--- src/rtl/serial_bit_feeder.sv ---
// serial_bit_feeder
// Parallel-to-serial front end for the overlapping Moore sequence detector.
// Words arrive over a valid/ready handshake into a one-word holding register.
// They are shifted out MSB-first, one bit per enabled clock. The holding
// register lets the next word load on the last bit's edge, so consecutive
// words stream with no bubble between them.
//
// Optional feature: define SER_PARITY_EN to append an even-parity bit (^data)
// after the data LSB. word_done then marks the parity bit.
//
// Ports:
//   clk, rst     rising-edge clock, asynchronous active-high reset
//   en           shift enable; when low the bit stream freezes (no valid bits)
//   in_data      word to serialize
//   in_valid     in_data is valid
//   in_ready     holding register empty (combinational, !hold_full)
//   dout         serial bit to the detector din (registered)
//   dout_valid   dout carries a real bit this cycle (registered)
//   word_done    high with the final bit of each word (registered)
//   busy         shifter owes bits or holding register is full
module serial_bit_feeder #(
  parameter int WIDTH = 8
) (
  input  logic             clk,
  input  logic             rst,
  input  logic             en,
  input  logic [WIDTH-1:0] in_data,
  input  logic             in_valid,
  output logic             in_ready,
  output logic             dout,
  output logic             dout_valid,
  output logic             word_done,
  output logic             busy
);

`ifdef SER_PARITY_EN
  localparam int NB = WIDTH + 1;
`else
  localparam int NB = WIDTH;
`endif
  localparam int BLW = $clog2(NB + 1);
  localparam logic [BLW-1:0] NB_L = BLW'(NB);

  logic [WIDTH-1:0] hold;
  logic             hold_full;
  logic [NB-1:0]    sh;       // sh[NB-1] is the bit currently on dout
  logic [NB-1:0]    ld_word;  // word as it will be emitted, MSB first
  logic [BLW-1:0]   bits_left; // bits still owed, including the one on dout
  logic             accept;

`ifdef SER_PARITY_EN
  assign ld_word = {hold, ^hold};
`else
  assign ld_word = hold;
`endif

  assign in_ready = !hold_full;
  assign accept   = in_valid && in_ready;
  assign busy     = (bits_left != '0) || hold_full;

  // Accept and load are mutually exclusive: a load needs hold_full, which
  // holds in_ready low, so the two hold_full updates never collide.
  always_ff @(posedge clk or posedge rst) begin
    if (rst) begin
      hold       <= '0;
      hold_full  <= 1'b0;
      sh         <= '0;
      bits_left  <= '0;
      dout       <= 1'b0;
      dout_valid <= 1'b0;
      word_done  <= 1'b0;
    end else begin
      if (accept) begin
        hold      <= in_data;
        hold_full <= 1'b1;
      end
      if (en) begin
        word_done <= 1'b0;
        if (bits_left > BLW'(1)) begin
          // Advance: next bit sits just below the current one.
          dout       <= sh[NB-2];
          sh         <= sh << 1;
          bits_left  <= bits_left - BLW'(1);
          dout_valid <= 1'b1;
          word_done  <= (bits_left == BLW'(2));
        end else if (hold_full) begin
          // Load from idle or on the last bit's edge (gapless hand-off).
          sh         <= ld_word;
          dout       <= ld_word[NB-1];
          dout_valid <= 1'b1;
          bits_left  <= NB_L;
          hold_full  <= 1'b0;
        end else begin
          // Drain after the last bit, or stay idle.
          dout_valid <= 1'b0;
          bits_left  <= '0;
        end
      end else begin
        // Frozen: shifter and dout hold so the next enabled edge emits
        // the following bit, never a repeat.
        dout_valid <= 1'b0;
        word_done  <= 1'b0;
      end
    end
  end

endmodule
--- config.mk ---
export PLATFORM = sky130hd
export DESIGN_NAME = serial_bit_feeder
export DESIGN_NICKNAME = d
export VERILOG_FILES = /design/src/rtl/serial_bit_feeder.sv
export SDC_FILE = /design/constraint.sdc
export NUM_CORES = 1
export LEC_CHECK = 0
export BUFFER_PORTS_ARGS = -buffer_cell sky130_fd_sc_hd__buf_4
export CORE_UTILIZATION = 40
export CTS_CLUSTER_DIAMETER = 200
export DETAILED_ROUTE_END_ITERATION = 7
export PLACE_DENSITY = 0.59
export SLEW_MARGIN = 20
export SYNTH_ARGS = -nofsm -noshare
export SYNTH_HDL_FRONTEND = slang
export SYNTH_SLANG_ARGS = --single-unit
--- constraint.sdc ---
create_clock -name clk -period 1.9 [get_ports clk]
set_clock_uncertainty 0.1 [all_clocks]
set_input_delay 0.285 -clock clk [delete_from_list [all_inputs] [get_ports clk]]
set_output_delay 0.285 -clock clk [all_outputs]
set_load 0.02 [all_outputs]
# Word level (Yosys, flattened, before mapping)

Cells that the tools add are included.

Bits in registers: 23
Input bits: 12
Output and inout port bits: 5
Logic and storage cells: 31

$add $sub $neg: 1
$lt $le $gt $ge: 1
Equality and inequality tests: 1
Mux-type cells: 15
Reductions and logical operators: 6

Operators by type and width:

| kind                  | count |
|---|---|
| $mux W7               | 2 |
| $mux W1               | 11 |
| $mux W4               | 2 |
| $eq A4 B2 Y1 const B  | 1 |
| $gt A4 B1 Y1 const B  | 1 |
| $reduce_bool A4 Y1    | 1 |
| $sub A4 B1 Y4 const B | 1 |
| $reduce_and A2 Y1     | 1 |
| $reduce_bool A2 Y1    | 1 |
| $logic_and A1 B1 Y1   | 1 |
| $logic_not A1 Y1      | 1 |
| $logic_or A1 B1 Y1    | 1 |

# Logic depth before layout (Yosys ltp)

Depth after elaboration: 6
Mapped depth: 5
Gate-level depth less buffers: 5

# Worst setup path after synthesis

No wires, ideal clock.

Path kind: flip-flop to flip-flop
Start point: register bits_left[0]
End point: register dout
Setup time: 122 ps
Data arrival time: 1385 ps
Required time: 1678 ps
Setup slack: 293 ps
Cell stages (with the launch flop): 6
Buffers on the path: 0
Clock period less this slack: 1607 ps
Path through: dfrtp_1 -> inv_1 -> ha_1 -> nor2_4 -> nor3_2 -> a2111oi_1

Cells in the longest elaborated chain, start to end: 3
Elaborated cells between the ends (all ways): 4
Those cells by class: 1 x order compare; 1 x mux; 2 x reduce/logical

RTL lines:

| item                                | RTL line | RTL |
|---|---|---|
| start: declaration                  | 48       | `logic [BLW-1:0] bits_left;` |
| start signal: assignment            | 83       | `bits_left <= bits_left - BLW'(1);` |
| $gt A4 B1 Y1 (*)                    | 79       | `if (bits_left > BLW'(1)) begin` |
| $reduce_bool A2 Y1 (no source line) | n/a      |  |
| $reduce_and A2 Y1 (no source line)  | n/a      |  |
| end signal: assignment              | 81       | `dout <= sh[NB-2];` |
| end signal: assignment              | 89       | `dout <= ld_word[NB-1];` |
| end: declaration                    | 30       | `output logic dout,` |

Every way passes the cells marked *; elsewhere a longest branch is shown, timed or not.
A chain may end at the register's enable or synchronous reset.

# Worst setup path after layout

Start point: register bits_left[0]
End point: output port busy

Cells in the longest elaborated chain, start to end: 2

RTL lines:

| item               | RTL line | RTL |
|---|---|---|
| $reduce_bool A4 Y1 | 59       | `assign busy = (bits_left != '0) \|\| hold_full;` |
| $logic_or A1 B1 Y1 | 59       |  |
| end: declaration   | 33       | `output logic busy` |

No other way between the ends.

==> flow_summary_export.csv <==
group,metric,value,unit
clocking,clock_latency,0.31,ns
critical_path,r2r_slack,0.11,ns
worst_hold_path,min_path_type,"input port to flip-flop",
synthesis,ys_types,32,
critical_path,worstSetupStartpointType,"flip-flop",
sta,max_freq,546,MHz
critical_path,ff2ff_path_depth,6,
critical_path,critPathArrivalTime,1.45,ns
power_and_ir_drop,design_power_total,2.23,mW
global_route,grt_start_max_net_pins,24,
worst_hold_path,hold_start,"in_data[0]",
finish,fin_nets,150,
route,dr_total_vias,874,
route,route.detailed.drc,0,
clocking,clk_path_buf_depth,2,
critical_path,r2r_end,"sh[6]$_DFFE_PP0P_",
synthesis,synthCells,113,
critical_path,slowest_delay,0.44,ns
route,wire_per_inst,13.2,um
clocking,cts_buffers,3,
power_and_ir_drop,seq_power_share,41.2,%
finish,nFillCells,263,
sta,hold_violations,0,
floorplanning,die_height,56.5,um
global_route,overflow,0,
route,first_pass_iters,4,
clocking,root_buffer,"clkbuf_4",
clocking,cts_tree,"done",
global_route,grt.total_usage,15.7,%
finish,final_layout_size_suffix_gt1_share,34.3,%
sta,maxSlewHeadroom,66.9,%
sta,setup_violations,0,
power_and_ir_drop,combPwrFrac,48.4,%
floorplanning,coreArea,2780,um^2
critical_path,crit_path_end_kind,"output port",
floorplanning,die_w,56.5,um
sta,period_minus_slack,1.83,ns
critical_path,cp_max_fo,5,
job,cap_violations,0,
finish,fin_cells,165,
placed_design,gp_congestion,0.803,
power_and_ir_drop,intPower,1.34,mW
placed_design,portBuffers,16,
route,first_iter_violations,13,
status,outcome,"finished, final reports clean",
route,postRouteAntennaNets,0,
worst_hold_path,hold_end,"hold[0]$_DFFE_PP0P_",
critical_path,rr_startpoint,"bits_left[0]$_DFFE_PP0P_",
route,vias_per_cell,5.30,
placed_design,hpwl,1570,um
sta,slew_viol_final,0,
synthesis,synth.yosys.seq_area_share,48.4,%
sta,holdWs,0.0831,ns
critical_path,path_cells,"inv_1 > ha_2 > nand3_1 > buf_4",
synthesis,synth_area_per_cell,10.5,um^2
global_route,grt_pass1_wl,3870,um
clocking,cts.sinks,23,
placed_design,dp_slack,0.0684,ns
floorplanning,rows,19,
sta,worst_slew_pin_slew,0.493,ns
floorplanning,start_util,42.7,%
synthesis,syn_nets,128,
critical_path,crit_required,1.51,ns
placed_design,placedCellCount,159,
clocking,cts_htree_levels,1,
route,wl,2180,um
finish,antennaDiodeCount,0,
sta,period_share,96.5,%
critical_path,cp_slowest_cell,"dfrtp_1",
floorplanning,io_pins,17,
power_and_ir_drop,netSwitchingFraction,39.8,%
global_route,grt_pass1_vias,866,
power_and_ir_drop,p_leak,0.639,nW
power_and_ir_drop,clockPowerShare,10.4,%
power_and_ir_drop,vdd_ir_drop_max,0.823,mV
power_and_ir_drop,p_sw,0.888,mW
finish,synthToLayoutAreaGrowth,18.7,%
synthesis,netlist_area,1190,um^2
synthesis,synth_warnings,0,
sta,layout_setup_ws,0.0671,ns
floorplanning,die-area,3190,um^2
clocking,clkTransAtPathRegs,0.13,ns
global_route,antenna_found_initial,0,
critical_path,worstSetupPathType,"flip-flop to output port",
worst_hold_path,holdPathStages,2,
synthesis,ys_seq_elements,23,
power_and_ir_drop,power_density,1580,nW/um^2
==> metrics by stage <==
stage / setup TNS, ns / util, % / area [um^2]
6_report: 0 / 50.7 / 1410
5_1_grt: -0.00110 / 50.7 / 1410
4_1_cts: 0 / 49.7 / 1380
3_5_place_dp: 0 / 48.4 / 1350
3_3_place_gp: 0 / 48.4 / 1350
2_1_floorplan: 0 / - / 1190
==> registers in the layout, summed over array words and instances, names as in the netlist <==
signal      count
bits_left       4
dout            1
dout_valid      1
hold            8
hold_full       1
sh              7
word_done       1
==> cells by family after synthesis <==
| family | count (synthesis) | share of synthesized area [%] |
|---|---|---|
| AO/OA/AOI/OAI | 25 | 17.7 |
| flip-flops | 23 | 48.4 |
| AND/OR/NAND/NOR | 35 | 15.1 |
| adder cells (fa/ha/maj) | 3 | 3.16 |
| buffers and inverters | 17 | 6.21 |
| multiplexers | 10 | 9.47 |
==> worst max-delay path: cells and delay by family, from the launching register on <==
family,cells,cell delay [ns]
adders and majority gates,1,0.29
buffers and inverters,2,0.30
and+or+nand+nor,1,0.10
DFF,1,0.44
==> worst max-delay path by stage <==
stage / startpoint / end / slack [ns]
after floorplan: bits_left[0]$_DFFE_PP0P_ / dout$_DFFE_PP0P_ / 0.29
after global placement: bits_left[0]$_DFFE_PP0P_ / dout$_DFFE_PP0P_ / 0.14
after detailed placement: bits_left[0]$_DFFE_PP0P_ / sh[6]$_DFFE_PP0P_ / 0.07
after CTS: bits_left[0]$_DFFE_PP0P_ / busy / 0.02
after global routing: bits_left[0]$_DFFE_PP0P_ / busy / -0.001
final: bits_left[0]$_DFFE_PP0P_ / busy / 0.07
==> layout make-up <==
cell class	count	area, um^2	share of cell area, %
tap	31	38.8	2.75
multi-input combinational	73	549	38.9
clock buffer	4	26.3	1.86
sequential	23	576	40.8
timing repair buffer	21	173	12.2
inverter	13	48.8	3.46
==> cells in the final DEF, fill, tap and decap left out, types with 2 or more instances in the layout <==
cell type | Yosys | routed
nor3_2 | 2 | 2
nor2_1 | 15 | 15
ha_1 | 3 | 2
buf_4 | 2 | 19
nand3_1 | 2 | 2
clkbuf_4 | 0 | 3
a2111oi_1 | 7 | 7
a31o_2 | 6 | 6
inv_1 | 12 | 12
nor2b_1 | 2 | 2
mux2_2 | 9 | 9
nand2_1 | 3 | 3
dfrtp_1 | 23 | 23
nor3_1 | 6 | 6
==> per-layer routing <==
layer	wire length, um	up-vias	global-route usage, %
li1	-	441	-
met1	1110	409	21.3
met2	938	17	23.9
met3	77	7	3.46
met4	52	0	7.32
met5	0	-	0
==> synth_stat cells, drive strengths merged <==
| master | instances | share of area, % |
|---|---|---|
| inv | 13 | 4.1 |
| ha | 3 | 3.2 |
| or3b | 1 | 0.74 |
| o31a | 1 | 0.74 |
| nand2b | 1 | 0.53 |
| nor3 | 8 | 4.2 |
| dfrtp | 23 | 48 |
| o211ai | 1 | 0.63 |
| o21ai | 4 | 2.3 |
| a21o | 1 | 0.63 |
| a21oi | 1 | 0.42 |
| o41ai | 1 | 0.74 |
| o2bb2ai | 1 | 0.74 |
| or2 | 2 | 1.1 |
| a31o | 6 | 4.4 |
| o31ai | 1 | 0.63 |
| nor2b | 2 | 1.1 |
| nand3 | 2 | 0.84 |
| nor2 | 16 | 5.7 |
| a2111oi | 7 | 5.9 |
| buf | 4 | 2.1 |
| nand2 | 3 | 0.95 |
| mux2 | 10 | 9.5 |
| o22ai | 1 | 0.53 |
==> power groups by stage <==
stage                     Sequential (mW)  Combinational [mW]  Clock (mW)
after floorplan                     0.898               0.773           0
after global placement              0.921               0.982           0
after detailed placement            0.930               0.986           0
after CTS                           0.919               0.996       0.240
after global routing                0.962                1.20       0.263
final                               0.920                1.08       0.232
==> repair_timing <==
| action | 4_1_cts | 5_1_grt |
|---|---|---|
| setup buffers | 0 | 1 |
| hold buffers | 1 | 0 |
| setup endpoints to repair | 0 | 8 |
| hold endpoints to repair | 23 | 0 |
| resized for setup | 0 | 2 |
(Power assumes the default switching activity.)
